==> src/rtl/inst_enc_pkg.sv <==
// Shared types and constants for the MIPS instruction encoder / program loader.
// Optional feature: INST_ENC_ILLEGAL_TRAP_EN (see inst_encoder.sv).
package inst_enc_pkg;

  typedef enum logic [5:0] {
    MN_ADDU, MN_SUBU, MN_ADD,  MN_SUB,  MN_AND,  MN_OR,   MN_XOR,  MN_NOR,
    MN_SLT,  MN_SLTU, MN_SLL,  MN_SRL,  MN_SRA,  MN_SLLV, MN_SRLV, MN_SRAV,
    MN_JR,   MN_JALR,
    MN_ADDI, MN_SLTI, MN_ANDI, MN_ORI,  MN_LUI,
    MN_LB,   MN_LH,   MN_LW,   MN_LBU,  MN_LHU,
    MN_SB,   MN_SH,   MN_SW,
    MN_BEQ,  MN_BNE,  MN_J,    MN_JAL
  } mn_e;

  typedef enum logic [1:0] {
    S_IDLE,
    S_RUN,
    S_DRAIN
  } state_e;

  localparam logic [31:0] NOP_WORD = '0;

  localparam logic [5:0] OP_RTYPE = 6'h00;
  localparam logic [5:0] OP_J     = 6'h02;
  localparam logic [5:0] OP_JAL   = 6'h03;
  localparam logic [5:0] OP_BEQ   = 6'h04;
  localparam logic [5:0] OP_BNE   = 6'h05;
  localparam logic [5:0] OP_ADDI  = 6'h08;
  localparam logic [5:0] OP_SLTI  = 6'h0A;
  localparam logic [5:0] OP_ANDI  = 6'h0C;
  localparam logic [5:0] OP_ORI   = 6'h0D;
  localparam logic [5:0] OP_LUI   = 6'h0F;
  localparam logic [5:0] OP_LB    = 6'h20;
  localparam logic [5:0] OP_LH    = 6'h21;
  localparam logic [5:0] OP_LW    = 6'h23;
  localparam logic [5:0] OP_LBU   = 6'h24;
  localparam logic [5:0] OP_LHU   = 6'h25;
  localparam logic [5:0] OP_SB    = 6'h28;
  localparam logic [5:0] OP_SH    = 6'h29;
  localparam logic [5:0] OP_SW    = 6'h2B;

  localparam logic [5:0] FN_SLL   = 6'h00;
  localparam logic [5:0] FN_SRL   = 6'h02;
  localparam logic [5:0] FN_SRA   = 6'h03;
  localparam logic [5:0] FN_SLLV  = 6'h04;
  localparam logic [5:0] FN_SRLV  = 6'h06;
  localparam logic [5:0] FN_SRAV  = 6'h07;
  localparam logic [5:0] FN_JR    = 6'h08;
  localparam logic [5:0] FN_JALR  = 6'h09;
  localparam logic [5:0] FN_ADD   = 6'h20;
  localparam logic [5:0] FN_ADDU  = 6'h21;
  localparam logic [5:0] FN_SUB   = 6'h22;
  localparam logic [5:0] FN_SUBU  = 6'h23;
  localparam logic [5:0] FN_AND   = 6'h24;
  localparam logic [5:0] FN_OR    = 6'h25;
  localparam logic [5:0] FN_XOR   = 6'h26;
  localparam logic [5:0] FN_NOR   = 6'h27;
  localparam logic [5:0] FN_SLT   = 6'h2A;
  localparam logic [5:0] FN_SLTU  = 6'h2B;

  function automatic logic [31:0] r_word(logic [4:0] rs, logic [4:0] rt, logic [4:0] rd,
                                         logic [4:0] sh, logic [5:0] fn);
    return {OP_RTYPE, rs, rt, rd, sh, fn};
  endfunction

  function automatic logic [31:0] i_word(logic [5:0] op, logic [4:0] rs, logic [4:0] rt,
                                         logic [15:0] imm);
    return {op, rs, rt, imm};
  endfunction

  function automatic logic [31:0] j_word(logic [5:0] op, logic [25:0] target);
    return {op, target};
  endfunction

endpackage

==> src/rtl/inst_enc_if.sv <==
// Symbolic-instruction input stream plus IM write port and status of the loader.
// master = loader/host side, slave = inst_encoder.
interface inst_enc_if #(
  parameter int unsigned AW = 10
) ();
  logic          start;
  logic          in_valid;
  logic          in_ready;
  logic [5:0]    in_mn;
  logic [4:0]    in_rs;
  logic [4:0]    in_rt;
  logic [4:0]    in_rd;
  logic [4:0]    in_shamt;
  logic [15:0]   in_imm;
  logic [25:0]   in_target;
  logic          in_last;
  logic          im_we;
  logic [AW-1:0] im_addr;
  logic [31:0]   im_wdata;
  logic          im_ready;
  logic [AW:0]   count;
  logic          busy;
  logic          done;
  logic          err;

  modport master (
    output start, in_valid, in_mn, in_rs, in_rt, in_rd, in_shamt, in_imm, in_target,
           in_last, im_ready,
    input  in_ready, im_we, im_addr, im_wdata, count, busy, done, err
  );

  modport slave (
    input  start, in_valid, in_mn, in_rs, in_rt, in_rd, in_shamt, in_imm, in_target,
           in_last, im_ready,
    output in_ready, im_we, im_addr, im_wdata, count, busy, done, err
  );
endinterface

==> src/rtl/inst_enc_core.sv <==
// Combinational packer: mnemonic + operand fields -> 32-bit MIPS word and legality flag.
// Fields a mnemonic does not use are forced to zero; unknown mnemonics yield NOP.
module inst_enc_core
  import inst_enc_pkg::*;
(
  input  logic [5:0]  mn,
  input  logic [4:0]  rs,
  input  logic [4:0]  rt,
  input  logic [4:0]  rd,
  input  logic [4:0]  shamt,
  input  logic [15:0] imm,
  input  logic [25:0] target,
  output logic [31:0] word,
  output logic        legal
);

  always_comb begin
    word  = NOP_WORD;
    legal = 1'b1;
    case (mn_e'(mn))
      MN_ADDU: word = r_word(rs, rt, rd, '0, FN_ADDU);
      MN_SUBU: word = r_word(rs, rt, rd, '0, FN_SUBU);
      MN_ADD:  word = r_word(rs, rt, rd, '0, FN_ADD);
      MN_SUB:  word = r_word(rs, rt, rd, '0, FN_SUB);
      MN_AND:  word = r_word(rs, rt, rd, '0, FN_AND);
      MN_OR:   word = r_word(rs, rt, rd, '0, FN_OR);
      MN_XOR:  word = r_word(rs, rt, rd, '0, FN_XOR);
      MN_NOR:  word = r_word(rs, rt, rd, '0, FN_NOR);
      MN_SLT:  word = r_word(rs, rt, rd, '0, FN_SLT);
      MN_SLTU: word = r_word(rs, rt, rd, '0, FN_SLTU);
      MN_SLL:  word = r_word('0, rt, rd, shamt, FN_SLL);
      MN_SRL:  word = r_word('0, rt, rd, shamt, FN_SRL);
      MN_SRA:  word = r_word('0, rt, rd, shamt, FN_SRA);
      MN_SLLV: word = r_word(rs, rt, rd, '0, FN_SLLV);
      MN_SRLV: word = r_word(rs, rt, rd, '0, FN_SRLV);
      MN_SRAV: word = r_word(rs, rt, rd, '0, FN_SRAV);
      MN_JR:   word = r_word(rs, '0, '0, '0, FN_JR);
      MN_JALR: word = r_word(rs, '0, rd, '0, FN_JALR);
      MN_ADDI: word = i_word(OP_ADDI, rs, rt, imm);
      MN_SLTI: word = i_word(OP_SLTI, rs, rt, imm);
      MN_ANDI: word = i_word(OP_ANDI, rs, rt, imm);
      MN_ORI:  word = i_word(OP_ORI, rs, rt, imm);
      MN_LUI:  word = i_word(OP_LUI, '0, rt, imm);
      MN_LB:   word = i_word(OP_LB, rs, rt, imm);
      MN_LH:   word = i_word(OP_LH, rs, rt, imm);
      MN_LW:   word = i_word(OP_LW, rs, rt, imm);
      MN_LBU:  word = i_word(OP_LBU, rs, rt, imm);
      MN_LHU:  word = i_word(OP_LHU, rs, rt, imm);
      MN_SB:   word = i_word(OP_SB, rs, rt, imm);
      MN_SH:   word = i_word(OP_SH, rs, rt, imm);
      MN_SW:   word = i_word(OP_SW, rs, rt, imm);
      MN_BEQ:  word = i_word(OP_BEQ, rs, rt, imm);
      MN_BNE:  word = i_word(OP_BNE, rs, rt, imm);
      MN_J:    word = j_word(OP_J, target);
      MN_JAL:  word = j_word(OP_JAL, target);
      default: legal = 1'b0;
    endcase
  end

endmodule

==> src/rtl/inst_encoder.sv <==
// Program loader: encodes one symbolic instruction per handshake and writes it to
// consecutive IM addresses. Define INST_ENC_ILLEGAL_TRAP_EN to drop illegal mnemonics.
module inst_encoder
  import inst_enc_pkg::*;
#(
  parameter int unsigned AW   = 10,
  parameter int unsigned BASE = 0
) (
  input logic       clk,
  input logic       rst_n,
  inst_enc_if.slave bus
);

  localparam logic [AW-1:0] BASE_ADDR = AW'(BASE);
  localparam logic [AW:0]   DEPTH_CNT = {1'b1, {AW{1'b0}}};

`ifdef INST_ENC_ILLEGAL_TRAP_EN
  localparam logic TRAP_EN = 1'b1;
`else
  localparam logic TRAP_EN = 1'b0;
`endif

  state_e        state_q, state_d;
  logic          we_q, we_d;
  logic [AW-1:0] addr_q, addr_d;
  logic [AW-1:0] next_q, next_d;
  logic [31:0]   wdata_q, wdata_d;
  logic [AW:0]   count_q, count_d;
  logic          err_q, err_d;

  logic          in_ready;
  logic          done;
  logic          wr_done;
  logic [31:0]   enc_word;
  logic          enc_legal;

  inst_enc_core u_core (
    .mn     (bus.in_mn),
    .rs     (bus.in_rs),
    .rt     (bus.in_rt),
    .rd     (bus.in_rd),
    .shamt  (bus.in_shamt),
    .imm    (bus.in_imm),
    .target (bus.in_target),
    .word   (enc_word),
    .legal  (enc_legal)
  );

  always_comb begin
    state_d  = state_q;
    we_d     = we_q;
    addr_d   = addr_q;
    next_d   = next_q;
    wdata_d  = wdata_q;
    count_d  = count_q;
    err_d    = err_q;
    in_ready = 1'b0;
    done     = 1'b0;

    wr_done = we_q && bus.im_ready;
    if (wr_done) begin
      we_d    = 1'b0;
      count_d = count_q + 1'b1;
    end

    unique case (state_q)
      S_IDLE: begin
        if (bus.start) begin
          state_d = S_RUN;
          next_d  = BASE_ADDR;
          count_d = '0;
          err_d   = 1'b0;
        end
      end
      S_RUN: begin
        in_ready = !we_q || bus.im_ready;
        if (bus.in_valid && in_ready) begin
          // Accept implies the register is empty after this edge, so count_d is
          // the exact number of words committed so far.
          if ((count_d == DEPTH_CNT) || (TRAP_EN && !enc_legal)) begin
            err_d = 1'b1;
          end else begin
            we_d    = 1'b1;
            wdata_d = enc_word;
            addr_d  = next_q;
            next_d  = next_q + 1'b1;
          end
          if (bus.in_last) state_d = S_DRAIN;
        end
      end
      S_DRAIN: begin
        if (!we_q || bus.im_ready) begin
          done    = 1'b1;
          state_d = S_IDLE;
        end
      end
      default: state_d = S_IDLE;
    endcase
  end

  always_ff @(posedge clk or negedge rst_n) begin
    if (!rst_n) begin
      state_q <= S_IDLE;
      we_q    <= 1'b0;
      addr_q  <= BASE_ADDR;
      next_q  <= BASE_ADDR;
      wdata_q <= '0;
      count_q <= '0;
      err_q   <= 1'b0;
    end else begin
      state_q <= state_d;
      we_q    <= we_d;
      addr_q  <= addr_d;
      next_q  <= next_d;
      wdata_q <= wdata_d;
      count_q <= count_d;
      err_q   <= err_d;
    end
  end

  assign bus.in_ready = in_ready;
  assign bus.im_we    = we_q;
  assign bus.im_addr  = addr_q;
  assign bus.im_wdata = wdata_q;
  assign bus.count    = count_q;
  assign bus.busy     = (state_q != S_IDLE);
  assign bus.done     = done;
  assign bus.err      = err_q;

endmodule

==> src/flat_wrapper.sv <==
// flat-port wrapper written by rule: the top's interface ports become plain ports
module inst_encoder_flat import inst_enc_pkg::*;
#(
  parameter int unsigned AW   = 10,
  parameter int unsigned BASE = 0
)
  (clk, rst_n, bus_start, bus_in_valid, bus_in_mn, bus_in_rs, bus_in_rt, bus_in_rd, bus_in_shamt, bus_in_imm, bus_in_target, bus_in_last, bus_im_ready, bus_in_ready, bus_im_we, bus_im_addr, bus_im_wdata, bus_count, bus_busy, bus_done, bus_err);
  inst_enc_if #(.AW(AW)) bus_i ();
  input logic clk;
  input logic rst_n;
  input wire logic [$bits(bus_i.start)-1:0] bus_start;
  input wire logic [$bits(bus_i.in_valid)-1:0] bus_in_valid;
  input wire logic [$bits(bus_i.in_mn)-1:0] bus_in_mn;
  input wire logic [$bits(bus_i.in_rs)-1:0] bus_in_rs;
  input wire logic [$bits(bus_i.in_rt)-1:0] bus_in_rt;
  input wire logic [$bits(bus_i.in_rd)-1:0] bus_in_rd;
  input wire logic [$bits(bus_i.in_shamt)-1:0] bus_in_shamt;
  input wire logic [$bits(bus_i.in_imm)-1:0] bus_in_imm;
  input wire logic [$bits(bus_i.in_target)-1:0] bus_in_target;
  input wire logic [$bits(bus_i.in_last)-1:0] bus_in_last;
  input wire logic [$bits(bus_i.im_ready)-1:0] bus_im_ready;
  output wire logic [$bits(bus_i.in_ready)-1:0] bus_in_ready;
  output wire logic [$bits(bus_i.im_we)-1:0] bus_im_we;
  output wire logic [$bits(bus_i.im_addr)-1:0] bus_im_addr;
  output wire logic [$bits(bus_i.im_wdata)-1:0] bus_im_wdata;
  output wire logic [$bits(bus_i.count)-1:0] bus_count;
  output wire logic [$bits(bus_i.busy)-1:0] bus_busy;
  output wire logic [$bits(bus_i.done)-1:0] bus_done;
  output wire logic [$bits(bus_i.err)-1:0] bus_err;
  assign bus_i.start = bus_start;
  assign bus_i.in_valid = bus_in_valid;
  assign bus_i.in_mn = bus_in_mn;
  assign bus_i.in_rs = bus_in_rs;
  assign bus_i.in_rt = bus_in_rt;
  assign bus_i.in_rd = bus_in_rd;
  assign bus_i.in_shamt = bus_in_shamt;
  assign bus_i.in_imm = bus_in_imm;
  assign bus_i.in_target = bus_in_target;
  assign bus_i.in_last = bus_in_last;
  assign bus_i.im_ready = bus_im_ready;
  assign bus_in_ready = bus_i.in_ready;
  assign bus_im_we = bus_i.im_we;
  assign bus_im_addr = bus_i.im_addr;
  assign bus_im_wdata = bus_i.im_wdata;
  assign bus_count = bus_i.count;
  assign bus_busy = bus_i.busy;
  assign bus_done = bus_i.done;
  assign bus_err = bus_i.err;
  inst_encoder #(.AW(AW), .BASE(BASE)) u_core (.clk(clk), .rst_n(rst_n), .bus(bus_i));
endmodule
==> config.mk <==
export PLATFORM = sky130hd
export DESIGN_NAME = inst_encoder_flat
export DESIGN_NICKNAME = d
export VERILOG_FILES = /design/src/rtl/inst_enc_pkg.sv /design/src/rtl/inst_enc_if.sv /design/src/rtl/inst_enc_core.sv /design/src/rtl/inst_encoder.sv /design/src/flat_wrapper.sv
export SDC_FILE = /design/constraint.sdc
export NUM_CORES = 1
export LEC_CHECK = 0
export CAP_MARGIN = 20
export CORE_MARGIN = 5
export CORE_UTILIZATION = 30
export CTS_CLUSTER_DIAMETER = 40
export DETAILED_ROUTE_END_ITERATION = 7
export PLACE_DENSITY_LB_ADDON = 0.1
export SETUP_SLACK_MARGIN = 0.15
export SLEW_MARGIN = 25
export SYNTH_ARGS = -nofsm -noshare
export SYNTH_HDL_FRONTEND = slang
export SYNTH_HIERARCHICAL = 1
export SYNTH_SLANG_ARGS = --single-unit
==> constraint.sdc <==
create_clock -name clk -period 2.42 [get_ports clk]
set_input_delay 0.605 -clock clk [delete_from_list [all_inputs] [get_ports clk]]
set_output_delay 0.605 -clock clk [all_outputs]
set_load 0.02 [all_outputs]
==> summary.txt, run 1 <==
dpl hpwl = 8593 um
mean post-synth cell area = 11.08 um^2
CP Class = register to register
Core Area = 13240 um^2
WP data required = 2.63 ns
CP delay by family, top = simple AND/OR/NAND/NOR gates
vias in the first global route = 3732
Post-Synthesis Cells = 366
grt total ovfl = 0
clk slew on worst S/H paths = 0.06 ns
Ys Warns = 6
drt pass-1 iters = 4
count of input and output buffers = 131
Die W = 126.3 um
ANT nets after route = 0
Area Overhead vs Synth = 60.63%
CTS tree = done
Setup WS pre-CTS = -0.5007 ns
share of power burned in registers = 29.4%
nets@finish = 634
Startpoint Class = register
period utilisation layout = 94.02%
global-route wire length before repair = 19410 um
Cell Chain, Critical Path = ha_4 > nand4_1 > nor3_2 > mux2i_2 > buf_4 > and4_4 > or3_4 > mux2_4
layout cell share with drive strength beyond 1 = 30.73%
CTS Root Buffer Type = clkbuf_16
Starting Density = 30.62%
Placer Congestion = 0.7776
Final Core Density = 49.19%
CP max stage delay = 0.42 ns
largest net degree at the start of global routing = 68
worst-path fanout max = 5
clk_lat worst skew = 0.33 ns
RSZ-0062 raised after global routing = yes
Sw Ratio = 33.26%
CP bufs+invs = 1
crit path time final = 2.275 ns
Max Cap Violations = 0
I/O Pins = 132
ANT cells = 0
critical path arrival = 2.49 ns
commonest non-fill, non-tap cell in the layout = clkdlybuf4s50_1
cts bufs inserted = 9
chip height = 126.3 um
fin. max-slew vios = 0
FMAX = 0.4395 GHz
Clock Skews = 0.005566 ns
Via density = 4.842
Worst setup EP type = register
die area = 15940 um^2
clock buffer depth = 2
worst hold path type = input pin to async pin
initial antenna violation count = 0
1st-iter DRT viols = 153
drt wl/cell = 15.99 um
synthesized area = 4055 um^2
clock sink count = 67
GRT Overall Usage = 14.90%
Routed WL = 11820 um
static leakage = 0.002834 uW
H-tree levels = 3
Row Count = 42
status = finished, final reports clean
Pint = 4059 uW
Slowest cell on crit path = dfrtp_2
final hold violations = 0
net switching power = 2023 uW
Comb power frac = 45.9%
Power per Cell Area = 933.7 nW/um^2
routed via count = 3578
Hold-fix buffers, CTS = 0
Max IR drop VDD = 0.3545 mV
most frequent cells in the layout = clkdlybuf4s50_1, dfrtp_1, buf_4, mux2_4
Syn Nets = 442
worst setup margin = 0.1447 ns
Final setup violation count = 0
clock share of power = 24.7%
DRC = 0
## metrics by stage
| step | total power [uW] | cells | setup TNS (ns) | instance area, um^2 | hold slack, ns |
|---|---|---|---|---|---|
| detailed placement | 4413 | 708 | -25.96 | 5921 | 0.4896 |
| floorplan | 3257 | 366 | 0 | 4093 | 0.3094 |
| global route | 6417 | 739 | 0 | 6514 | 0.3223 |
| finish | 6082 | 739 | 0 | 6514 | 0.2895 |
| global placement | 4391 | 708 | -27.18 | 5921 | 0.4897 |
| CTS | 6020 | 730 | 0 | 6359 | 0.3047 |
## cell type report
cell class / count / area (um^2)
Fill cell: 1262 / 6729
Clock buffer: 9 / 225.2
Multi-Input combinational cell: 272 / 2292
Timing Repair Buffer: 201 / 1949
Sequential cell: 67 / 1684
Tap cell: 176 / 220.2
Clock inverter: 7 / 116.4
Inverter: 7 / 26.28
## worst paths after layout
kind                       cells past startpoint                             endpoint  slack [ns]                           from
max                                            8         u_core/next_q[8]$_DFFE_PN0P_        0.14  u_core/bus.count[0]$_DFF_PN0_
min                                            2  u_core/bus.im_wdata[22]$_DFFE_PN0P_        0.29                          rst_n
max reg2reg                                    8         u_core/next_q[8]$_DFFE_PN0P_        0.14  u_core/bus.count[0]$_DFF_PN0_
min reg2reg                                    1         u_core/next_q[9]$_DFFE_PN0P_        0.50   u_core/next_q[9]$_DFFE_PN0P_
max in group asynchronous                      2        u_core/bus.count[1]$_DFF_PN0_        1.80                          rst_n
min in group clk                               1         u_core/next_q[9]$_DFFE_PN0P_        0.50   u_core/next_q[9]$_DFFE_PN0P_
## what timing repair did
item,4_1_cts,5_1_grt
endpoints found under the setup margin,57,52
cloned,1,1
pin swaps,4,9
setup buffers,5,8
resized for setup,15,18
## worst register-to-register path: stages (launching register included)
cell,delay [ns]
dfrtp_2,0.42
ha_4,0.17
nand4_1,0.14
nor3_2,0.30
mux2i_2,0.32
buf_4,0.16
and4_4,0.25
or3_4,0.13
mux2_4,0.28
## per-layer routing
metal	track usage [%]	part of all wire, %	up-vias
met3	5.207	7.1	13
met1	18.63	43	1711
li1	-	-	1746
met4	4.921	1.4	0
met5	0	0	-
met2	24.07	48	108
## flip-flops by register name, summed over array words and instances (netlist names)
register / flops
u_core/bus.count: 11
u_core/bus.err: 1
u_core/bus.im_addr: 10
u_core/bus.im_wdata: 32
u_core/bus.im_we: 1
u_core/next_q: 10
u_core/state_q: 2
## power groups by stage
stage	sequential, uW	clock, uW	combinational (uW)
after floorplan	2130	0	1130
after global placement	1800	0	2590
after detailed placement	1790	0	2620
after CTS	1800	1540	2680
after global routing	1850	1590	2980
final	1790	1500	2790
(Power assumes the default switching activity.)
==> run 2: changes to the inputs <==
- SLEW_MARGIN: 25 -> 10
==> results of run 2 <==
Same layout as run 1: the final DEF is identical, and so are final timing and power.
==> run 3: changes to the inputs <==
- clock period: 2.42 -> 2.6 ns (I/O delays scaled with it)
==> run 3 against run 2 <==
Via count down 2.7%. Die area did not move. Global-route usage decreased by 0.089 points. Highest routed layer unchanged. Utilization down 2.3 points.
==> summary.txt, run 3 (synthesized netlist as in run 1, its figures left out) <==
max FFs per register = 32 (unchanged)
ANT nets after route = 0 (unchanged)
count of input and output buffers = 131 (unchanged)
global-route wire length before repair = 19140 um (-1.4%)
Rel. slew slack = 44.30%
Max Cap Violations = 0 (unchanged)
CTS tree = done
WP data required = 2.81 ns (+0.18 ns)
drt pass-1 iters = 4 (unchanged)
crit path time final = 2.367 ns
most frequent cells in the layout = clkdlybuf4s50_1, dfrtp_1, buf_4, mux2_4, nor2_1
Slew @ Worst Pin = 0.8355 ns
Power per Cell Area = 852.8 nW/um^2 (-8.7%)
static leakage = 0.002701 uW (-4.7%)
FMAX = 0.4224 GHz
die area = 15940 um^2 (unchanged)
ANT cells = 0 (unchanged)
Startpoint Class = input pin
Placer Congestion = 0.8177 (+5.2%)
Via density = 4.836 (-0.11%)
1st-iter DRT viols = 175 (+14%)
worst hold path type = input pin to async pin
Hold-fix buffers, CTS = 0 (unchanged)
Max IR drop VDD = 0.3862 mV (+8.9%)
critical path arrival = 2.58 ns (+0.09 ns)
vias in the first global route = 3749 (+0.46%)
hold slack = 0.3952 ns (+0.1057 ns)
cts bufs inserted = 9 (unchanged)
fin. max-slew vios = 0 (unchanged)
Row Count = 42 (unchanged)
DP Cell Count = 701 (-0.99%)
initial antenna violation count = 0 (unchanged)
Starting Density = 30.62% (unchanged)
RSZ-0062 raised after global routing = no
DRC = 0 (unchanged)
routed via count = 3482 (-2.7%)
Core Area = 13240 um^2 (unchanged)
Clock Skews = 0.003392 ns (-0.002174 ns)
Final setup violation count = 0 (unchanged)
I/O Pins = 132 (unchanged)
commonest non-fill, non-tap cell in the layout = clkdlybuf4s50_1
total power = 5299 uW (-13%)
H-tree levels = 3 (unchanged)
grt total ovfl = 0 (unchanged)
R2R depth = 8 (unchanged)
Routed WL = 11520 um (-2.6%)
non-filler cells, final = 720 (-2.6%)
status = finished, final reports clean
clk_lat worst skew = 0.33 ns (about the same)
clock sink count = 67 (unchanged)
clock buffer depth = 2 (unchanged)
CP Class = input pin to register
Die W = 126.3 um (unchanged)
Worst setup EP type = register
nets@finish = 617 (-2.7%)
chip height = 126.3 um (unchanged)
Area Overhead vs Synth = 53.22%
final hold violations = 0 (unchanged)
drt wl/cell = 15.99 um (about the same)
largest net degree at the start of global routing = 64 (-5.9%)
worst-path fanout max = 8 (+3)
layout cell share with drive strength beyond 1 = 26.10% (-4.6 points)
dpl hpwl = 8539 um (-0.64%)
GRT Overall Usage = 14.81% (-0.089 points)
clk slew on worst S/H paths = 0.05 ns (about the same)
period utilisation layout = 91.05%
final-layout fill cell count = 1291 (+2.3%)
CTS Root Buffer Type = clkbuf_16
==> run 3: cell types whose count changed in the layout (fill, tap and decap cells not counted), sizes merged <==
cell / before / now
dlygate4sd2: 1 / 0
clkdlybuf4s15: 3 / 2
clkinv: 3 / 2
clkinvlp: 1 / 0
bufinv: 3 / 1
clkdlybuf4s50: 126 / 127
buf: 70 / 54
clkbuf: 10 / 12
==> run 3: per-layer routing <==
layer,global-route usage [%],part of all wire (%)
met1,18.74,44
met2,23.35,47
met3,5.843,7.5
met4,4.543,1.3
met5,0,0
==> run 3: timing repair <==
action	4_1_cts	5_1_grt
pin swaps	2	2
buffers inserted	4	0
setup endpoints to repair	54	49
resized for setup	12	4
gates cloned	1	0
==> run 3: final cells by class <==
| class | count | area (um^2) | share of cell area, % |
|---|---|---|---|
| inverters | 7 | 26.28 | 0.4229 |
| repair buffers | 184 | 1778 | 28.61 |
| flip-flops and latches | 67 | 1680 | 27.04 |
| clock inverters | 3 | 40.04 | 0.6444 |
| clock buffers | 11 | 242.7 | 3.907 |
| well taps | 176 | 220.2 | 3.544 |
| multi-input cells | 272 | 2226 | 35.82 |
==> run 3: critical path, stage by stage <==
cell and delay, ns:
clkdlybuf4s50_1 0.67, buf_4 0.20, nor4b_1 0.35, nor3_2 0.08
buf_4 0.16, a22o_1 0.20, mux2_4 0.26
==> run 3: final timing paths <==
check / from / endpoint / slack (ns)
worst min-delay path: rst_n / u_core/bus.im_wdata[30]$_DFFE_PN0P_ / 0.40
worst max-delay path: bus_in_mn[3] / u_core/bus.im_wdata[25]$_DFFE_PN0P_ / 0.23
max in group asynchronous: rst_n / u_core/next_q[2]$_DFFE_PN0P_ / 1.61
worst max register to register: u_core/bus.count[0]$_DFF_PN0_ / u_core/bus.im_addr[3]$_DFFE_PN0P_ / 0.30
worst min register to register: u_core/next_q[9]$_DFFE_PN0P_ / u_core/next_q[9]$_DFFE_PN0P_ / 0.48
min in group clk: u_core/next_q[9]$_DFFE_PN0P_ / u_core/next_q[9]$_DFFE_PN0P_ / 0.48
==> run 3: report_power, final <==
group	switching (uW)	internal [uW]	leakage (uW)
Clock	432	754	0.000141
Combinational	1090	1370	0.00167
Sequential	270	1380	0.000885
Total	1790	3500	0.00270
==> run 3: stage by stage <==
step	utilization [%]	TNS (ns)	instance area, um^2	setup WS [ns]
detailed placement	44.13	-20.53	5844	-0.4316
CTS	46.83	0	6202	0.1638
floorplan	-	0	4066	0.1646
finish	46.92	0	6213	0.2327
global placement	44.13	-19.95	5844	-0.4226
global route	46.92	0	6213	0.1682
